--- config.mk ---
export PLATFORM = sky130hd
export DESIGN_NAME = op_fetch_flat
export DESIGN_NICKNAME = d
export VERILOG_FILES = /design/src/rtl/op_fetch_pkg.sv /design/src/rtl/op_fetch_if.sv /design/src/rtl/op_fetch_fifo.sv /design/src/rtl/op_fetch.sv /design/src/flat_wrapper.sv
export SDC_FILE = /design/constraint.sdc
export NUM_CORES = 1
export LEC_CHECK = 0
export ABC_AREA = 1
export CAP_MARGIN = 30
export CORE_MARGIN = 4
export CORE_UTILIZATION = 50
export DETAILED_ROUTE_END_ITERATION = 8
export PLACE_DENSITY = 0.76
export SYNTH_ARGS = -nofsm -noshare
export SYNTH_HDL_FRONTEND = slang
export SYNTH_SLANG_ARGS = --single-unit
--- constraint.sdc ---
create_clock -name clk -period 2.6 [get_ports clk]
set_input_delay 0.26 -clock clk [delete_from_list [all_inputs] [get_ports clk]]
set_output_delay 0.26 -clock clk [all_outputs]
set_load 0.02 [all_outputs]
--- src/rtl/op_fetch_pkg.sv ---
// ----------------------------------------------------------------------------
// op_fetch_pkg
//  Shared definitions for the opcode fetch sequencer: FSM state encoding,
//  default halt opcode and end address, output FIFO depth, and the credit
//  helper that limits outstanding reads to the FIFO capacity.
// ----------------------------------------------------------------------------
package op_fetch_pkg;

   typedef enum logic [1:0] {
      ST_IDLE  = 2'd0,
      ST_RUN   = 2'd1,
      ST_DRAIN = 2'd2
   } state_e;

   localparam logic [7:0] HALT_OP_DEF  = 8'h00;
   localparam logic [7:0] END_ADDR_DEF = 8'hFF;

   // Output FIFO depth; also the cap on FIFO occupancy plus reads in flight.
   localparam int FIFO_DEPTH = 2;
   localparam int CNT_W      = $clog2(FIFO_DEPTH + 1);

   // A new read may be issued when the slot it will land in is guaranteed:
   // current occupancy plus the read in flight, less the byte leaving this
   // cycle, must leave room. Counting the pop keeps 1 byte/cycle sustained.
   function automatic logic has_credit(input logic [CNT_W-1:0] count,
                                       input logic             inflight,
                                       input logic             pop);
      return (int'(count) + int'(inflight) - int'(pop)) < FIFO_DEPTH;
   endfunction

endpackage

--- src/rtl/op_fetch_if.sv ---
// ----------------------------------------------------------------------------
// op_fetch_if
//  Bundles the opram read port and the downstream opcode stream.
//  master : the fetch sequencer (drives RAM address/enables and op_* stream)
//  slave  : the RAM + executor side (drives ram_dout and op_ready)
//  RAM port : ram_ad, ram_ce, ram_oce, ram_wre, ram_dout
//  Stream   : op_data, op_valid, op_ready, op_addr, op_last
// ----------------------------------------------------------------------------
interface op_fetch_if #(parameter int AW = 8) ();

   logic [AW-1:0] ram_ad;
   logic          ram_ce;
   logic          ram_oce;
   logic          ram_wre;
   logic [7:0]    ram_dout;

   logic [7:0]    op_data;
   logic          op_valid;
   logic          op_ready;
   logic [AW-1:0] op_addr;
   logic          op_last;

   modport master (
      output ram_ad, ram_ce, ram_oce, ram_wre,
      input  ram_dout,
      output op_data, op_valid, op_addr, op_last,
      input  op_ready
   );

   modport slave (
      input  ram_ad, ram_ce, ram_oce, ram_wre,
      output ram_dout,
      input  op_data, op_valid, op_addr, op_last,
      output op_ready
   );

endinterface

--- src/rtl/op_fetch_fifo.sv ---
// ----------------------------------------------------------------------------
// op_fetch_fifo
//  Small output FIFO holding {last, addr, data} entries for the opcode stream.
//  Ports: clk, reset (async, active-high), flush (drop all entries),
//         push/push_data, pop, head (oldest entry), empty, count.
//  Push is accepted when not full or when a pop frees a slot the same cycle;
//  flush overrides push and pop. Depth must be a power of two (pointer wrap).
// ----------------------------------------------------------------------------
module op_fetch_fifo
   import op_fetch_pkg::*;
#(
   parameter int W = 17
) (
   input  logic             clk,
   input  logic             reset,
   input  logic             flush,
   input  logic             push,
   input  logic [W-1:0]     push_data,
   input  logic             pop,
   output logic [W-1:0]     head,
   output logic             empty,
   output logic [CNT_W-1:0] count
);

   localparam int PTR_W = $clog2(FIFO_DEPTH);

   logic [W-1:0]     mem_q [FIFO_DEPTH];
   logic [W-1:0]     mem_d [FIFO_DEPTH];
   logic [PTR_W-1:0] wr_q, wr_d;
   logic [PTR_W-1:0] rd_q, rd_d;
   logic [CNT_W-1:0] cnt_q, cnt_d;
   logic             full;
   logic             push_ok;
   logic             pop_ok;

   always_comb begin
      // NOTE: every signal written here gets a default first; a path that
      // skipped an assignment would otherwise infer a latch.
      mem_d   = mem_q;
      wr_d    = wr_q;
      rd_d    = rd_q;
      cnt_d   = cnt_q;
      full    = (cnt_q == CNT_W'(FIFO_DEPTH));
      empty   = (cnt_q == '0);
      pop_ok  = pop && !empty;
      push_ok = push && (!full || pop_ok);
      if (flush) begin
         wr_d  = '0;
         rd_d  = '0;
         cnt_d = '0;
      end else begin
         if (push_ok) begin
            mem_d[wr_q] = push_data;
            wr_d        = wr_q + PTR_W'(1);
         end
         if (pop_ok) begin
            rd_d = rd_q + PTR_W'(1);
         end
         cnt_d = cnt_q + CNT_W'(push_ok) - CNT_W'(pop_ok);
      end
   end

   always_ff @(posedge clk or posedge reset) begin
      // NOTE: state is updated with nonblocking (<=) so every flop samples
      // the pre-edge values regardless of statement order.
      if (reset) begin
         // NOTE: storage is reset as well (only two entries) so op_data and
         // op_addr read zero out of reset instead of X.
         for (int i = 0; i < FIFO_DEPTH; i++) begin
            mem_q[i] <= '0;
         end
         wr_q  <= '0;
         rd_q  <= '0;
         cnt_q <= '0;
      end else begin
         mem_q <= mem_d;
         wr_q  <= wr_d;
         rd_q  <= rd_d;
         cnt_q <= cnt_d;
      end
   end

   assign head  = mem_q[rd_q];
   assign count = cnt_q;

endmodule

--- src/rtl/op_fetch.sv ---
// ----------------------------------------------------------------------------
// op_fetch
//  Opcode fetch sequencer in front of the 256x8 single-port opcode RAM.
//  Issues reads (1-cycle RAM latency), buffers bytes in a 2-entry FIFO and
//  streams them downstream over valid/ready. A run starts at address 0 and
//  ends at the halt opcode or END_ADDR (byte tagged op_last); a jump request
//  in RUN flushes buffered/in-flight bytes and redirects the program counter.
//  Ports: clk, reset (async, active-high), start, jmp_valid, jmp_addr, busy,
//         bus (op_fetch_if.master: RAM read port + opcode stream).
//  Build option: OPFETCH_LOOP_EN -- on halt/END_ADDR stay in RUN and restart
//  fetching at address 0 (continuous loop); busy stays high until reset.
// ----------------------------------------------------------------------------
module op_fetch
   import op_fetch_pkg::*;
#(
   parameter int            AW       = 8,
   parameter logic [7:0]    HALT_OP  = HALT_OP_DEF,
   parameter logic [AW-1:0] END_ADDR = AW'(END_ADDR_DEF)
) (
   input  logic          clk,
   input  logic          reset,
   input  logic          start,
   input  logic          jmp_valid,
   input  logic [AW-1:0] jmp_addr,
   output logic          busy,
   op_fetch_if.master    bus
);

   typedef struct packed {
      logic          last;
      logic [AW-1:0] addr;
      logic [7:0]    data;
   } entry_t;

   state_e           state_q, state_d;
   logic [AW-1:0]    pc_q, pc_d;
   logic [AW-1:0]    rd_addr_q, rd_addr_d;   // address of the read in flight
   logic             inflight_q, inflight_d;

   logic             pop, capture, term, jmp_take, issue;
   entry_t           push_e, head_e;
   logic [$bits(entry_t)-1:0] fifo_head;
   logic             fifo_empty;
   logic [CNT_W-1:0] fifo_count;

   op_fetch_fifo #(.W($bits(entry_t))) u_fifo (
      .clk       (clk),
      .reset     (reset),
      .flush     (jmp_take),
      .push      (capture),
      .push_data (push_e),
      .pop       (pop),
      .head      (fifo_head),
      .empty     (fifo_empty),
      .count     (fifo_count)
   );

   assign head_e = entry_t'(fifo_head);

   // Cycle decode shared by next-state and output logic.
   always_comb begin
      pop      = !fifo_empty && bus.op_ready;
      jmp_take = (state_q == ST_RUN) && jmp_valid;
      // Returning data is only kept in RUN; a jump in the same cycle wins
      // and discards it (including a halt byte).
      capture  = (state_q == ST_RUN) && inflight_q && !jmp_take;
      term     = capture && ((bus.ram_dout == HALT_OP) || (rd_addr_q == END_ADDR));
      issue    = (state_q == ST_RUN) && !jmp_take && !term
                 && has_credit(fifo_count, inflight_q, pop);
      push_e   = '{last: term, addr: rd_addr_q, data: bus.ram_dout};
   end

   // State register
   always_ff @(posedge clk or posedge reset) begin
      if (reset) begin
         state_q    <= ST_IDLE;
         pc_q       <= '0;
         rd_addr_q  <= '0;
         inflight_q <= 1'b0;
      end else begin
         state_q    <= state_d;
         pc_q       <= pc_d;
         rd_addr_q  <= rd_addr_d;
         inflight_q <= inflight_d;
      end
   end

   // Next-state logic
   always_comb begin
      state_d    = state_q;
      pc_d       = pc_q;
      rd_addr_d  = rd_addr_q;
      inflight_d = issue;
      if (issue) begin
         pc_d      = pc_q + AW'(1);
         rd_addr_d = pc_q;
      end
      unique case (state_q)
         ST_IDLE: begin
            if (start) begin
               state_d = ST_RUN;
               pc_d    = '0;
            end
         end
         ST_RUN: begin
            if (jmp_take) begin
               pc_d = jmp_addr;
            end else if (term) begin
`ifdef OPFETCH_LOOP_EN
               pc_d = '0;
`else
               state_d = ST_DRAIN;
`endif
            end
         end
         ST_DRAIN: begin
            if (pop && head_e.last) begin
               state_d = ST_IDLE;
            end
         end
         default: state_d = ST_IDLE;
      endcase
   end

   // Output logic
   always_comb begin
      bus.ram_ad   = pc_q;
      bus.ram_ce   = issue;
      bus.ram_oce  = 1'b1;
      bus.ram_wre  = 1'b0;
      bus.op_valid = !fifo_empty;
      bus.op_data  = head_e.data;
      bus.op_addr  = head_e.addr;
      bus.op_last  = head_e.last;
      busy         = (state_q != ST_IDLE);
   end

endmodule

--- src/flat_wrapper.sv ---
// flat-port wrapper written by rule: the top's interface ports become plain ports
module op_fetch_flat import op_fetch_pkg::*;
#(
   parameter int            AW       = 8,
   parameter logic [7:0]    HALT_OP  = HALT_OP_DEF,
   parameter logic [AW-1:0] END_ADDR = AW'(END_ADDR_DEF)
)
  (clk, reset, start, jmp_valid, jmp_addr, busy, bus_ram_ad, bus_ram_ce, bus_ram_oce, bus_ram_wre, bus_ram_dout, bus_op_data, bus_op_valid, bus_op_addr, bus_op_last, bus_op_ready);
  op_fetch_if #(.AW(AW)) bus_i ();
  input  logic clk;
  input  logic reset;
  input  logic start;
  input  logic jmp_valid;
  input  logic [AW-1:0] jmp_addr;
  output logic busy;
  output wire logic [$bits(bus_i.ram_ad)-1:0] bus_ram_ad;
  output wire logic [$bits(bus_i.ram_ce)-1:0] bus_ram_ce;
  output wire logic [$bits(bus_i.ram_oce)-1:0] bus_ram_oce;
  output wire logic [$bits(bus_i.ram_wre)-1:0] bus_ram_wre;
  input wire logic [$bits(bus_i.ram_dout)-1:0] bus_ram_dout;
  output wire logic [$bits(bus_i.op_data)-1:0] bus_op_data;
  output wire logic [$bits(bus_i.op_valid)-1:0] bus_op_valid;
  output wire logic [$bits(bus_i.op_addr)-1:0] bus_op_addr;
  output wire logic [$bits(bus_i.op_last)-1:0] bus_op_last;
  input wire logic [$bits(bus_i.op_ready)-1:0] bus_op_ready;
  assign bus_ram_ad = bus_i.ram_ad;
  assign bus_ram_ce = bus_i.ram_ce;
  assign bus_ram_oce = bus_i.ram_oce;
  assign bus_ram_wre = bus_i.ram_wre;
  assign bus_i.ram_dout = bus_ram_dout;
  assign bus_op_data = bus_i.op_data;
  assign bus_op_valid = bus_i.op_valid;
  assign bus_op_addr = bus_i.op_addr;
  assign bus_op_last = bus_i.op_last;
  assign bus_i.op_ready = bus_op_ready;
  op_fetch #(.AW(AW), .HALT_OP(HALT_OP), .END_ADDR(END_ADDR)) u_core (.clk(clk), .reset(reset), .start(start), .jmp_valid(jmp_valid), .jmp_addr(jmp_addr), .busy(busy), .bus(bus_i));
endmodule
==> results.ini, run 1 <==
[cells_and_area]
syn2layout_area_growth_pct=24.8
layout.cells.non_filler=472
nFillCells=464
n_antenna_cell=0
nets=426
drive_gt1_frac=0.125
fin_area_sq_um=3680
final_util=0.656
mostFrequentLayoutCells=118 x nand2_1, 57 x dfrtp_1, 47 x clkdlybuf4s50_1
layout_commonest_cell=nand2_1

[logic_synthesis]
synth.area.top_cells=dfrtp_1 48%, nand2_1 15%, inv_1 5.1%
synthCells=341
yosysTopAreaCellShare=0.484
ys_ff_latch=57
synth_nets=372
synth.distinct_cells=31
yosysTopAreaCell=dfrtp_1
ys_seq_area_frac=0.484
syn_area_sq_um=2950
ys_dominant_reg_cell=dfrtp_1
yosysWarnings=0
syn_avg_cell_area_sq_um=8.64
ys_async_sr_fraction=1.00
synth-edff-count=0

[setup_path]
critPathSlowestCell=dfrtp_1
required_ns=2.34
crit_chain=ha_1, inv_1, ha_1, inv_1, ha_1, ha_1, inv_1, nand2_1, nand2_1, nand3_2, inv_2, clkbuf_2
endpoint_kind=output pin
worstSetupPathType=flip-flop to output pin
critPathTopFamily=adder cells
critPathMaxStageDelay_ns=0.35
crit_top_cell=ha_1
crit_buf_inv=5
cp-start-kind=flip-flop
path_max_fanout=3
arrival_ns=2.15

[routing]
antenna_left=0
vias=2279
drtPass1Iterations=4
wl_met2_mm=2.56
viasPerCell=4.83
wl_met1_mm=2.77
drcViolationCount=0
dr_wl_met3_microns=327
wire_per_inst_microns=12.2
drtIter0Drc=135
routed_wl_mm=5.75
top_layer_used=met4

[die]
io_pins=51
chipWidth_microns=84.8
initial_core_util=0.525
die_y_microns=84.8
num_rows=27
die-area_sq_um=7190
fp.coreArea_sq_um=5610

[clock_network]
clkSlewWorstSetupHoldPaths_ns=0.06
cts_htree_levels=3
cts.sinks=57
cts_tree=yes
cts_buffers=9
hold_buffers=0
clk_latency_ns=0.33
ctsLongestPathBuffers=2
root_buffer=clkbuf_8

[place]
place_inst=456
dp_slack_ns=0.105
hpwl_mm=4.11
gp_congestion=0.835
placed_area_sq_um=3510
numPortBuffers=48

[power]
clkPwrFrac=0.183
ir_drop_v=0.000562
swShare=0.384
power.switching_mw=1.54
internal_power_mw=2.47
power.static_leakage_nw=1.79
pwr_density_cell_nw_per_um2=1090
p_seq_frac=0.371
p_comb_frac=0.446
power_mw=4.01

[timing]
finClkSkew_ns=0.00443
finalCritPeriodShare=0.925
fmax_ghz=0.416
setup_tns_ns=0
slew_viol_final=0
setup_viol=0
fin_hold_ws_ns=0.312
timing.final.ws_setup_ns=0.194
hold_viol_final=0
max_slew_margin=0.610
finalCriticalPeriod_ns=2.41
rsz0062_at_grt=no
worstMarginPinSlew_ns=0.585

[grt]
track_usage=0.176
grt_pass1_vias=2244
grt_max_degree=34
grt-ovfl-total=0
grt_first_pass_wirelength_mm=10.1
grt_antenna_before_repair=0

[run_status]
status=finished, final reports clean

[worst_hold_path]
hp-class=primary input to asynchronous set/reset pin

[job]
max_cap_viol_count=0

-- sequential cells by signal (all words and copies together) (netlist names) --
register / cells
u_core.rd_addr_q: 8
u_core.u_fifo.mem_q: 34
u_core.inflight_q: 1
u_core.u_fifo.rd_q: 1
u_core.state_q: 2
u_core.bus.ram_ad: 8
u_core.u_fifo.wr_q: 1
u_core.u_fifo.count: 2
-- worst reg2reg max path, cell delays in order (launching register included) --
cell and delay, ns:
dfrtp_1 0.35, ha_1 0.18, inv_1 0.09, ha_1 0.28, inv_1 0.04, ha_1 0.18
ha_1 0.17, inv_1 0.05, nand2_1 0.04, nand2_1 0.12, nand3_2 0.09, buf_4 0.22
nand2_1 0.08, nand2_1 0.06, nand2_1 0.07, nand3_1 0.07
-- power groups by stage --
stage | clock network, mW | logic [mW] | registers [mW]
floorplan | 0 | 1.15 | 1.48
global placement | 0 | 1.76 | 1.49
detailed placement | 0 | 1.80 | 1.50
CTS | 0.746 | 1.81 | 1.49
global route | 0.801 | 1.98 | 1.54
finish | 0.733 | 1.79 | 1.49
-- cells in the mapped netlist, types with 4 or more instances --
cell type and n:
o21ai_1 21, inv_1 40, nand3_1 7, xor2_1 6, dfrtp_1 57, o21ai_0 22
nor2_1 10, nand2_1 118, clkbuf_1 4, ha_1 9, mux2_4 8, mux2_2 8
-- cells by family (layout without fill, tap and decap cells) --
| family | after synthesis | after routing | synth area share |
|---|---|---|---|
| AOI/OAI and AO/OA | 47 | 47 | 0.0871 |
| buffers and inverters | 56 | 115 | 0.0807 |
| xor gates and xnor gates | 8 | 8 | 0.0238 |
| DFF | 57 | 57 | 0.484 |
| other | 2 | 2 | 0.00255 |
| and+or+nand+nor | 145 | 145 | 0.206 |
| adders and majority gates | 10 | 10 | 0.0450 |
| muxes | 16 | 16 | 0.0713 |
-- layout make-up --
class / instances / area (sq um) / area share
clock buffers: 13 / 159 / 0.0432
clock inverters: 3 / 15.0 / 0.00408
inverters: 44 / 165 / 0.0449
multi-input cells: 228 / 1280 / 0.349
flip-flops and latches: 57 / 1430 / 0.388
well taps: 72 / 90.1 / 0.0245
repair buffers: 55 / 541 / 0.147
-- layer usage --
layer / vias to the layer above / global-route usage
met4: 0 / 0.0734
met2: 56 / 0.273
met5: - / 0
met1: 1042 / 0.229
li1: 1169 / -
met3: 12 / 0.0550
-- final timing paths --
kind / start / to / slack, ns / cells past startpoint
min in group clk: jmp_addr[3] / u_core.bus.ram_ad[3] / 0.46 / 3
worst min register to register: u_core.u_fifo.mem_q[33] / u_core.u_fifo.mem_q[33] / 0.49 / 2
worst max-delay path: u_core.u_fifo.count[0] / bus_ram_ce / 0.19 / 12
max in group asynchronous: reset / u_core.u_fifo.mem_q[6] / 1.73 / 3
worst min-delay path: reset / u_core.state_q[0] / 0.31 / 2
worst max register to register: u_core.u_fifo.count[0] / u_core.bus.ram_ad[2] / 0.38 / 15
-- what timing repair did --
| action | in CTS | in global routing |
|---|---|---|
| cloned | 0 | 0 |
| setup endpoints to repair | 1 | 1 |
| gates resized for setup | 1 | 2 |
| buffers inserted | 0 | 0 |
(Power assumes the default switching activity.)
==> inputs of run 2 (changes only) <==
--- a/config.mk
+++ b/config.mk
@@ -11,6 +11,8 @@
 export CORE_UTILIZATION = 50
 export DETAILED_ROUTE_END_ITERATION = 8
 export PLACE_DENSITY = 0.76
+export REMOVE_ABC_BUFFERS = 1
 export SYNTH_ARGS = -nofsm -noshare
 export SYNTH_HDL_FRONTEND = slang
 export SYNTH_SLANG_ARGS = --single-unit
+export TNS_END_PERCENT = 20
==> run 2 against run 1 <==
  * Via count grew 1.6%
  * Highest routed layer unchanged
  * Total power grew 2.4%
  * Maximum frequency shrank 1.3%
==> results.ini, run 2 (synthesis results as in run 1) <==
[clock_network]
cts.sinks=57
clkSlewWorstSetupHoldPaths_ns=0.06
cts_htree_levels=3
cts_tree=yes
clk_latency_ns=0.33
cts_buffers=9
root_buffer=clkbuf_8
cts_setup_buffers=0
ctsLongestPathBuffers=2

[timing]
finalCriticalPeriod_ns=2.44
fmax_ghz=0.410
worstMarginPinSlew_ns=0.542
finalCritPeriodShare=0.938
rsz0062_at_grt=no
max_slew_margin=0.638
slew_viol_final=0
setup_viol=0
hold_viol_final=0
finClkSkew_ns=0.00603
setup_tns_ns=0

[grt]
grt_pass1_vias=2289
track_usage=0.182
grt_max_degree=26
grt_first_pass_wirelength_mm=10.4
grt_antenna_before_repair=0
grt-ovfl-total=0

[die]
fp.coreArea_sq_um=5610
num_rows=27
io_pins=51
die-area_sq_um=7190
chipWidth_microns=84.8
die_y_microns=84.8
initial_core_util=0.525

[worst_hold_path]
hp-class=primary input to asynchronous set/reset pin

[cells_and_area]
syn2layout_area_growth_pct=25.9
largest_register_ffs=34
nets=430
n_antenna_cell=0
final_util=0.662
regMostFlops=u_core.u_fifo.mem_q
layout_commonest_cell=nand2_1
drive_gt1_frac=0.131
mostFrequentLayoutCells=118 x nand2_1, 57 x dfrtp_1, 47 x clkdlybuf4s50_1

[setup_path]
critPathMaxStageDelay_ns=0.35
crit_top_cell=ha_1
crit_chain=ha_1, inv_1, ha_1, inv_1, ha_1, ha_1, inv_1, nand2_1, nand2_1, nand3_2, inv_2, clkbuf_2
endpoint_kind=output pin
critPathSlowestCell=dfrtp_1
worstSetupPathType=flip-flop to output pin
required_ns=2.34
cp-start-kind=flip-flop
path_max_fanout=3
arrival_ns=2.18

[power]
internal_power_mw=2.56
p_comb_frac=0.440
p_seq_frac=0.364
pwr_density_cell_nw_per_um2=1110
swShare=0.377
power.switching_mw=1.55
ir_drop_v=0.000547
power.static_leakage_nw=1.81
clkPwrFrac=0.196

[job]
max_cap_viol_count=0

[routing]
vias=2315
drcViolationCount=0
antenna_left=0
viasPerCell=4.86
drtPass1Iterations=4
wire_per_inst_microns=12.6
drtIter0Drc=148
routed_wl_mm=6.02

[place]
hpwl_mm=4.37
numPortBuffers=48
gp_congestion=0.787

[run_status]
status=finished, final reports clean

[run 2: final timing paths]
check / to / slack [ns] / depth (start not counted) / from
worst max-delay path: bus_ram_ce / 0.16 / 12 / u_core.inflight_q
worst min-delay path: u_core.u_fifo.wr_q / 0.29 / 2 / reset
worst max register to register: u_core.bus.ram_ad[5] / 0.35 / 15 / u_core.inflight_q
worst min register to register: u_core.u_fifo.mem_q[16] / 0.50 / 1 / u_core.u_fifo.mem_q[16]
max in group asynchronous: u_core.rd_addr_q[0] / 1.68 / 3 / reset
min in group clk: u_core.bus.ram_ad[3] / 0.46 / 3 / jmp_addr[3]
[run 2: what timing repair did]
item,CTS,global route
hold buffers,0,0
gates resized for setup,2,1
endpoints found under the hold margin,0,0
setup endpoints to repair,1,1
[run 2: layout make-up]
cell class                 instances  area (sq um)
tap                               72          90.1
inverter                          44           165
fill                             484          1900
sequential                        57          1430
clock inverter                     3          40.0
timing repair buffer              59           558
multi-input combinational        228          1280
clock buffer                      13           149
[run 2: stage by stage]
stage / area [sq um] / total power [mW] / cells / hold WS [ns] / setup WS (ns)
after CTS: 3720 / 4.15 / 476 / 0.301 / 0.00210
after global placement: 3530 / 3.26 / 460 / 0.471 / 0.150
after floorplan: 2870 / 2.58 / 329 / 0.377 / 0.309
after global routing: 3710 / 4.40 / 476 / 0.345 / 0.0150
final: 3710 / 4.11 / 476 / 0.289 / 0.162
after detailed placement: 3530 / 3.32 / 460 / 0.489 / 0.117
[run 2: critical path, delay by kind of cell (launching register included)]
family,cells,cell delay (ns)
fa+ha+maj,4,0.80
buf+inv,5,0.43
flops,1,0.35
simple gates,3,0.26
[run 2: power by group through the flow]
stage	clock network, mW	registers (mW)	logic (mW)
6_report	0.804	1.50	1.81
5_1_grt	0.854	1.55	2.00
3_3_place_gp	0	1.49	1.78
3_5_place_dp	0	1.50	1.82
2_1_floorplan	0	1.51	1.07
4_1_cts	0.817	1.49	1.84
[run 2: metal layers]
layer,GRT usage,share of wire
met2,0.293,0.46
met5,0,0
met4,0.0892,0.018
met3,0.0471,0.057
met1,0.228,0.46
==> inputs of run 3 (changes only) <==
--- a/config.mk
+++ b/config.mk
@@ -14,5 +14,6 @@
 export REMOVE_ABC_BUFFERS = 1
 export SYNTH_ARGS = -nofsm -noshare
 export SYNTH_HDL_FRONTEND = slang
+export SYNTH_HIERARCHICAL = 1
 export SYNTH_SLANG_ARGS = --single-unit
 export TNS_END_PERCENT = 20
==> run 3 against run 2 <==
  * Maximum frequency fell by 5.2%
  * Utilization fell by 0.99 points
  * Global-route usage rose by 2.9 points
  * Design area rose by 4.6%
  * Total power rose by 6.1%
  * Clock power fell by 7.0%
  * Register-to-register slack got worse by 0.15 ns
  * Non-clock buffer count rose by 5
  * Largest cell class is now multi-input combinational cells
==> results.ini, run 3 <==
[die]
chipWidth_microns=86.7
initial_core_util=0.520
num_rows=28
die_y_microns=86.7
io_pins=51
fp.coreArea_sq_um=5960
die-area_sq_um=7520

[clock_network]
clk_latency_ns=0.33
cts_htree_levels=3
cts_buffers=9
ctsLongestPathBuffers=2
cts_tree=yes
clkSlewWorstSetupHoldPaths_ns=0.06
hold_buffers=0
root_buffer=clkbuf_8
cts.sinks=57

[logic_synthesis]
ys_seq_area_frac=0.460
yosysWarnings=6
yosysTopAreaCell=dfrtp_1
synth-edff-count=0
ys_dominant_reg_cell=dfrtp_1
yosysTopAreaCellShare=0.460
ys_async_sr_fraction=1.00
syn_area_sq_um=3100
synth.distinct_cells=29
syn_avg_cell_area_sq_um=7.59
synth_common_cells=195 x nand2_1, 57 x dfrtp_1, 36 x nand4_1
ys_ff_latch=57
synthCells=408
synth.area.top_cells=dfrtp_1 46%, nand2_1 24%, nand4_1 7.3%
synth.most_common_cell=nand2_1

[cells_and_area]
drive_gt1_frac=0.119
nets=491
layout_commonest_cell=nand2_1
n_antenna_cell=0
syn2layout_area_growth_pct=25.3
nFillCells=537
mostFrequentLayoutCells=195 x nand2_1, 56 x dfrtp_1, 47 x clkdlybuf4s50_1
largest_register_ffs=34
regMostFlops=u_core/u_fifo/mem_q
layout.cells.non_filler=544

[routing]
drtPass1Iterations=4
drcViolationCount=0
drtIter0Drc=204
antenna_left=0
wire_per_inst_microns=13.5
routed_wl_mm=7.36
vias=2813
viasPerCell=5.17

[place]
gp_congestion=0.837
numPortBuffers=48
dp_slack_ns=-0.399
place_inst=526
hpwl_mm=5.02

[timing]
setup_viol=0
timing.final.ws_setup_ns=0.0293
finalCriticalPeriod_ns=2.57
rsz0062_at_grt=yes
max_slew_margin=0.524
finClkSkew_ns=0.00578
fin_hold_ws_ns=0.403
slew_viol_final=0
fmax_ghz=0.389
finalCritPeriodShare=0.989
worstMarginPinSlew_ns=0.714
hold_viol_final=0

[grt]
grt_antenna_before_repair=0
grt_max_degree=39
grt_pass1_vias=2652
grt_first_pass_wirelength_mm=12.5
track_usage=0.212
grt-ovfl-total=0

[setup_path]
worstSetupPathType=flip-flop to output pin
required_ns=2.34
endpoint_kind=output pin
crit_chain=nor2_4, nor2_2, nor2_1, o21ai_1, fa_1, nand2_1, nand2_1, nand2_2, a21oi_4, nand2_4, inv_4, buf_6
path_max_fanout=3
critPathMaxStageDelay_ns=0.52
crit_top_cell=nand2_1
cp-start-kind=flip-flop
critPathSlowestCell=fa_1
arrival_ns=2.31

[power]
pwr_density_cell_nw_per_um2=1120
ir_drop_v=0.000646
p_comb_frac=0.482
clkPwrFrac=0.172
power.switching_mw=1.83
power.static_leakage_nw=2.02
internal_power_mw=2.53
p_seq_frac=0.346
swShare=0.420

[run_status]
status=finished, final reports clean

[worst_hold_path]
hp-class=primary input to asynchronous set/reset pin

[job]
max_cap_viol_count=0

run 3: changes by cell type in the layout (fill, tap and decap cells not counted), sizes merged, moves of 5 or more:
| cell | previous run | this run |
|---|---|---|
| nor2 | 14 | 21 |
| mux2 | 16 | 0 |
| nand4 | 3 | 36 |
| ha | 9 | 4 |
| nand2 | 120 | 199 |
| nand3 | 8 | 18 |
| o21ai | 43 | 12 |
| inv | 43 | 30 |
| buf | 11 | 17 |
run 3: final timing paths:
path	start	cells past startpoint	slack, ns	endpoint
worst min-delay path	reset	3	0.40	u_core/u_fifo/mem_q[10]
worst min register to register	u_core/u_fifo/mem_q[17]	2	0.47	u_core/u_fifo/mem_q[17]
worst max-delay path	u_core/u_fifo/count[0]	12	0.03	bus_ram_ce
worst max register to register	u_core/u_fifo/count[0]	15	0.20	u_core/bus.ram_ad[7]
min in group clk	jmp_addr[5]	3	0.46	u_core/bus.ram_ad[5]
max in group asynchronous	reset	2	1.74	u_core/state_q[0]
run 3: repair_timing:
item	4_1_cts	5_1_grt
resized for setup	7	6
setup buffers	1	2
pin swaps	0	1
setup endpoints to repair	1	2
run 3: routing by layer:
layer / track usage / share of wire
met1: 0.283 / 0.45
met2: 0.341 / 0.48
met3: 0.0409 / 0.057
met4: 0.0807 / 0.014
met5: 0 / 0
run 3: per-stage QoR:
step | area, sq um | TNS, ns | total power [mW] | utilization
after floorplan | 2980 | -0.0563 | 2.69 | -
after global placement | 3660 | -0.333 | 3.46 | 0.614
after detailed placement | 3660 | -0.662 | 3.52 | 0.614
after CTS | 3850 | 0 | 4.30 | 0.647
after global routing | 3880 | -0.0776 | 4.69 | 0.652
final | 3880 | 0 | 4.36 | 0.652
run 3: cell families (layout without fill, tap and decap cells):
logic type,count (synthesis),after routing,share of synthesized area
adders and majority gates,5,5,0.0226
DFF,57,57,0.460
other,2,2,0.00242
xor gates and xnor gates,4,4,0.0113
AOI/OAI and AO/OA,15,15,0.0291
buffers and inverters,48,109,0.0731
and+or+nand+nor,277,277,0.401
run 3: power by group through the flow:
| stage | Combinational [mW] | Clock [mW] | Sequential (mW) |
|---|---|---|---|
| floorplan | 1.18 | 0 | 1.51 |
| global placement | 1.97 | 0 | 1.49 |
| detailed placement | 2.02 | 0 | 1.51 |
| CTS | 2.04 | 0.760 | 1.50 |
| global route | 2.32 | 0.808 | 1.56 |
| finish | 2.10 | 0.748 | 1.51 |
run 3: worst max-delay path: cells and delay by family (launching register included):
kind                       cells  cell delay, ns
DFF                            1            0.44
and+or+nand+nor                7            0.62
adders and majority gates      1            0.52
AOI/OAI and AO/OA              2            0.24
buffers and inverters          2            0.17
run 3: layout make-up:
class / count / area [sq um] / share of cell area
Multi-Input combinational cell: 303 / 1460 / 0.377
Sequential cell: 57 / 1430 / 0.368
Timing Repair Buffer: 64 / 602 / 0.155
Clock buffer: 12 / 165 / 0.0425
Inverter: 30 / 115 / 0.0296
Tap cell: 75 / 93.8 / 0.0242
Clock inverter: 3 / 15.0 / 0.00387
